**config.mk**
```make
export PLATFORM = sky130hd
export DESIGN_NAME = board_row_fetcher
export DESIGN_NICKNAME = d
export VERILOG_FILES = /design/src/rtl/board_row_fetcher.sv
export SDC_FILE = /design/constraint.sdc
export NUM_CORES = 1
export LEC_CHECK = 0
export BUFFER_PORTS_ARGS = -buffer_cell sky130_fd_sc_hd__buf_2
export CAP_MARGIN = 25
export CORE_ASPECT_RATIO = 1.4
export CORE_UTILIZATION = 57
export DETAILED_ROUTE_END_ITERATION = 7
export HOLD_SLACK_MARGIN = 0.02
export PLACE_DENSITY = 0.9
export SLEW_MARGIN = 20
export SYNTH_ARGS = -nofsm -noshare
export SYNTH_HDL_FRONTEND = slang
export SYNTH_SLANG_ARGS = --single-unit
```
**constraint.sdc**
```tcl
create_clock -name Clk -period 3.55 [get_ports Clk]
set_clock_uncertainty 0.1 [all_clocks]
set_input_delay 0.8875 -clock Clk [delete_from_list [all_inputs] [get_ports Clk]]
set_output_delay 0.8875 -clock Clk [all_outputs]
set_load 0.01 [all_outputs]
```
**src/rtl/board_row_fetcher.sv**
```systemverilog
// Fetches one board row from RAM, overlays the falling piece, and commits all cells at once.
// Latency: 13 cycles from the sampled LD_Row rising edge to rowReady (2 cycles for an off-board blank row).
// Backpressure: none; LD_Row rising edges seen while busy are dropped, and a held-high level never retriggers.
module board_row_fetcher #(
  parameter int BOARD_W = 10,
  parameter int BOARD_H = 20
) (
  input  logic        Clk,
  input  logic        reset,
  input  logic        LD_Row,
  input  logic [7:0]  rowNum,
  output logic [7:0]  ram_addr,
  input  logic [15:0] ram_data,
  input  logic        piece_valid,
  input  logic [3:0]  piece_x [4],
  input  logic [4:0]  piece_y [4],
  input  logic [15:0] piece_color,
  output logic [15:0] Row [BOARD_W],
  output logic        rowReady
);

  typedef enum logic [1:0] {IDLE, FETCH, DRAIN, COMMIT} state_t;

  localparam logic [7:0] W8       = 8'(BOARD_W);
  localparam logic [7:0] H8       = 8'(BOARD_H);
  localparam logic [3:0] LAST_COL = 4'(BOARD_W - 1);

  state_t             state;
  state_t             state_nxt;
  logic               ld_prev;
  logic               start;
  logic [7:0]         cur_row;
  logic [3:0]         col;
  logic [15:0]        shadow [BOARD_W];
  logic [BOARD_W-1:0] hit;

  // Only a fresh rising edge while idle starts a row; anything else is ignored.
  assign start = LD_Row && !ld_prev && (state == IDLE);

  // State register.
  always_ff @(posedge Clk) begin
    if (reset) state <= IDLE;
    else       state <= state_nxt;
  end

  // Next-state logic and RAM address generation.
  always_comb begin
    state_nxt = state;
    ram_addr  = '0;
    case (state)
      IDLE: begin
        if (start) state_nxt = (rowNum < H8) ? FETCH : COMMIT;
      end
      FETCH: begin
        ram_addr = cur_row * W8 + {4'b0000, col};
        if (col == LAST_COL) state_nxt = DRAIN;
      end
      DRAIN:   state_nxt = COMMIT;
      COMMIT:  state_nxt = IDLE;
      default: state_nxt = IDLE;
    endcase
  end

  // Per-column piece hit; piece_x values past the last column never match.
  always_comb begin
    hit = '0;
    for (int x = 0; x < BOARD_W; x++) begin
      for (int i = 0; i < 4; i++) begin
        if (piece_valid && (piece_x[i] == 4'(x)) && ({3'b000, piece_y[i]} == cur_row))
          hit[x] = 1'b1;
      end
    end
  end

  // Datapath: edge history, row/column tracking, shadow capture and atomic commit.
  always_ff @(posedge Clk) begin
    if (reset) begin
      ld_prev  <= 1'b0;
      cur_row  <= '0;
      col      <= '0;
      rowReady <= 1'b0;
      for (int x = 0; x < BOARD_W; x++) begin
        shadow[x] <= '0;
        Row[x]    <= '0;
      end
    end else begin
      ld_prev  <= LD_Row;
      rowReady <= 1'b0;
      case (state)
        IDLE: begin
          if (start) begin
            cur_row <= rowNum;
            col     <= '0;
            // Off-board rows commit as blank, so the shadow must be empty.
            if (rowNum >= H8) begin
              for (int x = 0; x < BOARD_W; x++) shadow[x] <= '0;
            end
          end
        end
        FETCH: begin
          // RAM data lags the address by one cycle, so it belongs to col-1.
          if (col != 4'd0) shadow[col - 4'd1] <= ram_data;
          col <= col + 4'd1;
        end
        DRAIN: shadow[LAST_COL] <= ram_data;
        COMMIT: begin
          for (int x = 0; x < BOARD_W; x++)
            Row[x] <= hit[x] ? piece_color : shadow[x];
          rowReady <= 1'b1;
        end
        default: ;
      endcase
    end
  end

endmodule

```
# == Yosys cells after proc, flatten, opt, wreduce, memory -nomap -nowiden ==
# Memories as Yosys holds them, arrays and structs flattened.
# Index checks and enable logic that the tools add are counted.
# totals
latch_bits,0
ff_bits,176
output_inout_bits,169
mem_bits_rw,160
mem_bits_ro,0
elab_cells,259
memories,1
# mem_list
memory,words,word_bits,read_ports,rd_clocked_by_memory_dff,wr,line_no,rtl
shadow,10,16,10,0,10,34,logic [15:0] shadow [BOARD_W];
# classes
magnitude_cmp,2
add_sub_neg,3
n_mul,1
n_eq_ne,46
shifts,0
muxes,86
n_div,0
n_bitwise,11
n_reduce_logical,94
# ops
operator,n
two-way mux 16 bit,22
logical AND 1 bit,82
"equality test 4 x 3 -> 1 bit, second input constant",16
two-way mux 1 bit,56
"equality test 4 bit, second input constant",9
"equality test 4 x 2 -> 1 bit, second input constant",8
equality test 5 x 8 -> 1 bit,4
"equality test 4 x 1 -> 1 bit, second input constant",4
logical NOT 4 bit,4
OR reduction 16 bit,1
OR 1 bit,11
adder 8 x 4 -> 8 bit,1
">= comparator 8 x 5 -> 1 bit, second input constant",1
"< comparator 8 x 5 -> 1 bit, second input constant",1
"multiplier 8 x 3 -> 7 bit, second input constant",1
two-way mux 4 bit,2
two-way mux 8 bit,1
one-hot mux 2 bit (4 select lines),1
one-hot mux 4 bit (2 select lines),1
two-way mux 2 bit,3
AND reduction 2 bit,3
"adder 4 x 1 -> 4 bit, second input constant",1
"equality test 2 bit, second input constant",2
"!= test 2 bit, second input constant",2
other kinds (6),6

# == Logic depth before layout (Yosys ltp) ==
# logic_depth
depth_word,9
mapped_depth,10

# == Worst setup path after synthesis ==
# Ideal clock, no wire load.
# synth_timing
path_kind,input-to-reg
startpoint,input port reset
endpoint,"memory shadow[8][0], enable pin"
setup_slack_ns,0.308
t_arrival_ns,2.730
stages,5
path_cell_list,clkbuf_1 -> nand2b_1 -> a21oi_1 -> nand2_1 -> o21ai_0
# synth_rtl
item,line_no,rtl
from (decl),9,"input logic reset,"
to (decl),34,

# == Worst setup path in the final report ==
# layout_timing
startpoint,register cur_row[1]
endpoint,output port ram_addr[7]
# layout_via
elab_chain_len,3
# layout_lines
item,line_no,rtl
from (decl),32,logic [7:0] cur_row;
from (signal assigned),92,cur_row <= rowNum;
multiplier 8 x 3 -> 7 bit,55,"ram_addr = cur_row * W8 + {4'b0000, col};"
adder 8 x 4 -> 8 bit,55,
two-way mux 8 bit,50,case (state)
to (decl),12,"output logic [7:0] ram_addr,"
# No other way between the ends.

==> results.sh <==
export IMPL_via_count_normalized_by_instance_count=6.06
export IMPL_slew_violations=0
export IMPL_drtPass1Iterations=5
export IMPL_detailedPlacementHpwl_mm=30.4
export IMPL_synth_edff_count=160
export IMPL_grt_overflow_total=0
export IMPL_crit_path_top_delay_cell="fa_2"
export IMPL_port_buffers=248
export IMPL_synthDistinctLibCells=52
export IMPL_ratio_of_final_minimum_period_to_clock_period_pct=102
export IMPL_htree_levels=1
export IMPL_io_pins=249
export IMPL_cts_reportedPaths_clkPinSlew_ns=0.07
export IMPL_initial_antenna_violation_count=5
export IMPL_detailroute_via_count=13100
export IMPL_count_of_maximum_capacitance_violations=0
export IMPL_numClockSinks=336
export IMPL_switching_power_mw=3.62
export IMPL_pre_cts_slack_ns=0.149
export IMPL_placement_stage_cell_area_sq_um=17500
export IMPL_register_to_register_path_depth=8
export IMPL_synth_most_common_cell="nor2_1"
export IMPL_average_instance_area_after_synthesis_sq_um=10.3
export IMPL_area_delta_synth_final_pct=17.0
export IMPL_power_density_of_the_placed_cells_nw_per_um2=614
export IMPL_route_detailed_wl_per_inst_microns=22.1
export IMPL_fp_dieW_microns=143
export IMPL_crit_type="register to output port"
export IMPL_drc_errors=0
export IMPL_timing_final_setup_violations=1
export IMPL_crit_path_end_kind="output port"
export IMPL_highest_fanout_seen_on_the_critical_path=3
export IMPL_run_status="finished with violations"
export IMPL_fillers=1984
export IMPL_cts_tree="built"
export IMPL_internal_power_mw=7.84
export IMPL_worst_slew_pin_slew_ns=1.02
export IMPL_timing_hold_worst_class="register to register"
export IMPL_switching_share_pct=31.6
export IMPL_timing_hold_ws_ns=0.375
export IMPL_grt_pass1_wl_mm=70.6
export IMPL_share_seq_of_total_power_pct=45.3
export IMPL_root_buffer="clkbuf_16"
export IMPL_dr_first_iter_drc_count=1690
export IMPL_netlist_area_leader_share_pct=30.1
export IMPL_least_setup_slack_across_all_paths_after_layout_ns=-0.0774
export IMPL_insertion_delay_ns=0.57
export IMPL_drt_wl_total_mm=47.8
export IMPL_final_period_minus_worst_setup_slack_ns=3.63
export IMPL_dieHeight_microns=200
export IMPL_start_util_pct=57.9
export IMPL_relSlewSlack_pct=32.3
export IMPL_floorplan_rows=72
export IMPL_rd_place_congestion=0.881
export IMPL_reg2reg_from="col[0]"
export IMPL_pwr_share_clk_pct=30.6
export IMPL_hold_viol=0
export IMPL_core_area_sq_um=27600
export IMPL_mappedNetlistNets=1659
export IMPL_synthCells=1556
export IMPL_route_antenna_remaining_nets=0
export IMPL_regToRegSetupSlack_ns=0.57
export IMPL_die_area_sq_um=28700
export IMPL_most_common_flop_cell_mapped_by_yosys="dfxtp_1"
export IMPL_grt_pass1_vias=12400
export IMPL_final_setup_tns_ns=-0.0774
export IMPL_proportion_of_synthesized_chip_area_in_sequential_cells_pct=52.2
export IMPL_layout_cells_sized_above_1_pct=24.5
export IMPL_hold_path_startpoint="Row[36]"
export IMPL_cts_root_to_sink_buffers=3
export IMPL_timing_critical_path_arrival_ns=2.64
export IMPL_holdPathStages=2
export IMPL_cp_cell_sequence="ha_4, ha_4, inv_2, fa_2, nor3_2, xnor2_1, xnor2_1, and2_1, buf_2"
export IMPL_crit_required_ns=2.56
export IMPL_failing_checks="setup timing"
export IMPL_yosys_register_bits=336
export IMPL_nNetsFinal=1867
export IMPL_irDropWorstVdd_mv=0.382
export IMPL_worst_hold_path_endpoint="Row[36]"
export IMPL_synth_area_sq_um=16000
export IMPL_setup_worst_path_start_class="register"
export IMPL_rsz0062_at_grt="yes"
export IMPL_synth_largest_area_cell="edfxtp_1"
export IMPL_pin_count_of_the_biggest_net_entering_global_routing=177
export IMPL_pwr_share_comb_pct=24.1
export IMPL_cts_made_buffers=30
export IMPL_crit_path_max_incr_delay_ns=0.46
export IMPL_regToRegEndpoint="shadow[2][14]"
export IMPL_async_flop_share_pct=0
export IMPL_p_leak_nw=7.91
export IMPL_grt_total_usage_pct=33.1
export IMPL_post_route_cell_area_sq_um=18700
export IMPL_synthTopCellsByArea="edfxtp_1, dfxtp_1, and3b_1"
export IMPL_fmax_mhz=276
export IMPL_synth_yosys_warnings=0
export IMPL_synth_cells_most_frequent="nor2_1, dfxtp_1, and2_1"
-- metal layers --
metal / track usage [%] / part of all wire (%) / up-vias
met5: 0 / 0.040 / -
met4: 21.7 / 7.2 / 2
met3: 6.46 / 10 / 191
met2: 55.8 / 48 / 808
met1: 38.2 / 34 / 6207
li1: - / - / 5880
-- worst max-delay path, delay by kind of cell (launching register included) --
kind,cells,cell delay (ns)
flops,1,0.34
xor+xnor,2,0.33
simple gates,2,0.36
buf+inv,2,0.18
fa+ha+maj,3,0.86
-- sequential cells by signal, indices dropped and copies added, names as in the netlist --
signal and flops:
col 4, shadow 160, ld_prev 1, rowReady 1, Row 160, cur_row 8, state 2
-- how the worst max path moves through the flow --
stage,from,to,slack (ns),cells past startpoint
6_report,cur_row[1],ram_addr[7],-0.08,9
4_1_cts,cur_row[3],ram_addr[7],-0.09,10
3_5_place_dp,cur_row[3],ram_addr[7],0.15,9
3_3_place_gp,cur_row[3],ram_addr[7],0.24,9
2_1_floorplan,reset,shadow[8][0],0.31,5
5_1_grt,cur_row[1],ram_addr[7],-0.13,9
-- power by group through the flow --
| stage | registers (mW) | clock network [mW] | logic [mW] |
|---|---|---|---|
| 3_3_place_gp | 5.22 | 0 | 2.53 |
| 5_1_grt | 5.24 | 3.66 | 2.99 |
| 4_1_cts | 5.18 | 3.50 | 2.71 |
| 2_1_floorplan | 5.29 | 0 | 1.53 |
| 6_report | 5.19 | 3.51 | 2.76 |
| 3_5_place_dp | 5.25 | 0 | 2.63 |
-- logic make-up (layout without fill, tap and decap cells) --
logic type | Yosys count | in the layout | share of synthesized area, %
adder cells (fa/ha/maj) | 23 | 23 | 1.90
AND/OR/NAND/NOR | 955 | 955 | 36.2
multiplexers | 9 | 9 | 0.565
flip-flops | 336 | 336 | 52.2
AO/OA/AOI/OAI | 63 | 63 | 2.77
XOR/XNOR | 29 | 29 | 1.64
buffers and inverters | 141 | 373 | 4.74
other | 0 | 3 | 0
-- repair_timing --
action,4_1_cts,5_1_grt
setup buffers,3,1
resized for setup,15,5
pin swaps,7,5
endpoints found under the setup margin,3,2
hold buffers,0,0
-- metrics by stage --
stage / util [%] / instances / power [mW]
2_1_floorplan: - / 1556 / 6.82
3_3_place_gp: 63.3 / 2097 / 7.76
3_5_place_dp: 63.3 / 2098 / 7.87
4_1_cts: 67.6 / 2157 / 11.4
5_1_grt: 67.6 / 2158 / 11.9
6_report: 67.7 / 2161 / 11.5
-- cell type report --
| cell class | count | area (sq um) | share of cell area (%) |
|---|---|---|---|
| clock buffers | 34 | 797 | 4.27 |
| well taps | 370 | 463 | 2.48 |
| multi-input cells | 1079 | 7050 | 37.8 |
| clock inverters | 22 | 259 | 1.39 |
| flip-flops and latches | 336 | 8340 | 44.7 |
| inverters | 12 | 45.0 | 0.241 |
| repair buffers | 305 | 1690 | 9.07 |
| diodes | 3 | 7.51 | 0.0402 |
-- layout by cell type (no fill, tap or decap), drive strengths merged, types with 3 or more instances in the layout --
| master | synthesis | final |
|---|---|---|
| nor2 | 331 | 331 |
| buf | 54 | 305 |
| nor4 | 179 | 179 |
| dfxtp | 176 | 176 |
| and2 | 169 | 169 |
| edfxtp | 160 | 160 |
| and3b | 145 | 145 |
| clkbuf | 75 | 34 |
| nand2b | 29 | 29 |
| nand3 | 28 | 28 |
| xnor2 | 23 | 23 |
| o21ai | 21 | 21 |
| ha | 21 | 21 |
| nand2 | 20 | 20 |
| a311oi | 16 | 16 |
| nor3 | 16 | 16 |
| inv | 12 | 14 |
| nor2b | 12 | 12 |
| clkinv | 0 | 11 |
| a21oi | 9 | 9 |
| mux2i | 9 | 9 |
| xor2 | 6 | 6 |
| nand4 | 6 | 6 |
| and3 | 5 | 5 |
| bufinv | 0 | 5 |
| a21o | 5 | 5 |
| nand3b | 4 | 4 |
| clkinvlp | 0 | 4 |
| diode | 0 | 3 |
| nor3b | 3 | 3 |
| nor4b | 3 | 3 |
No activity file was read; power rests on OpenSTA's default activity.
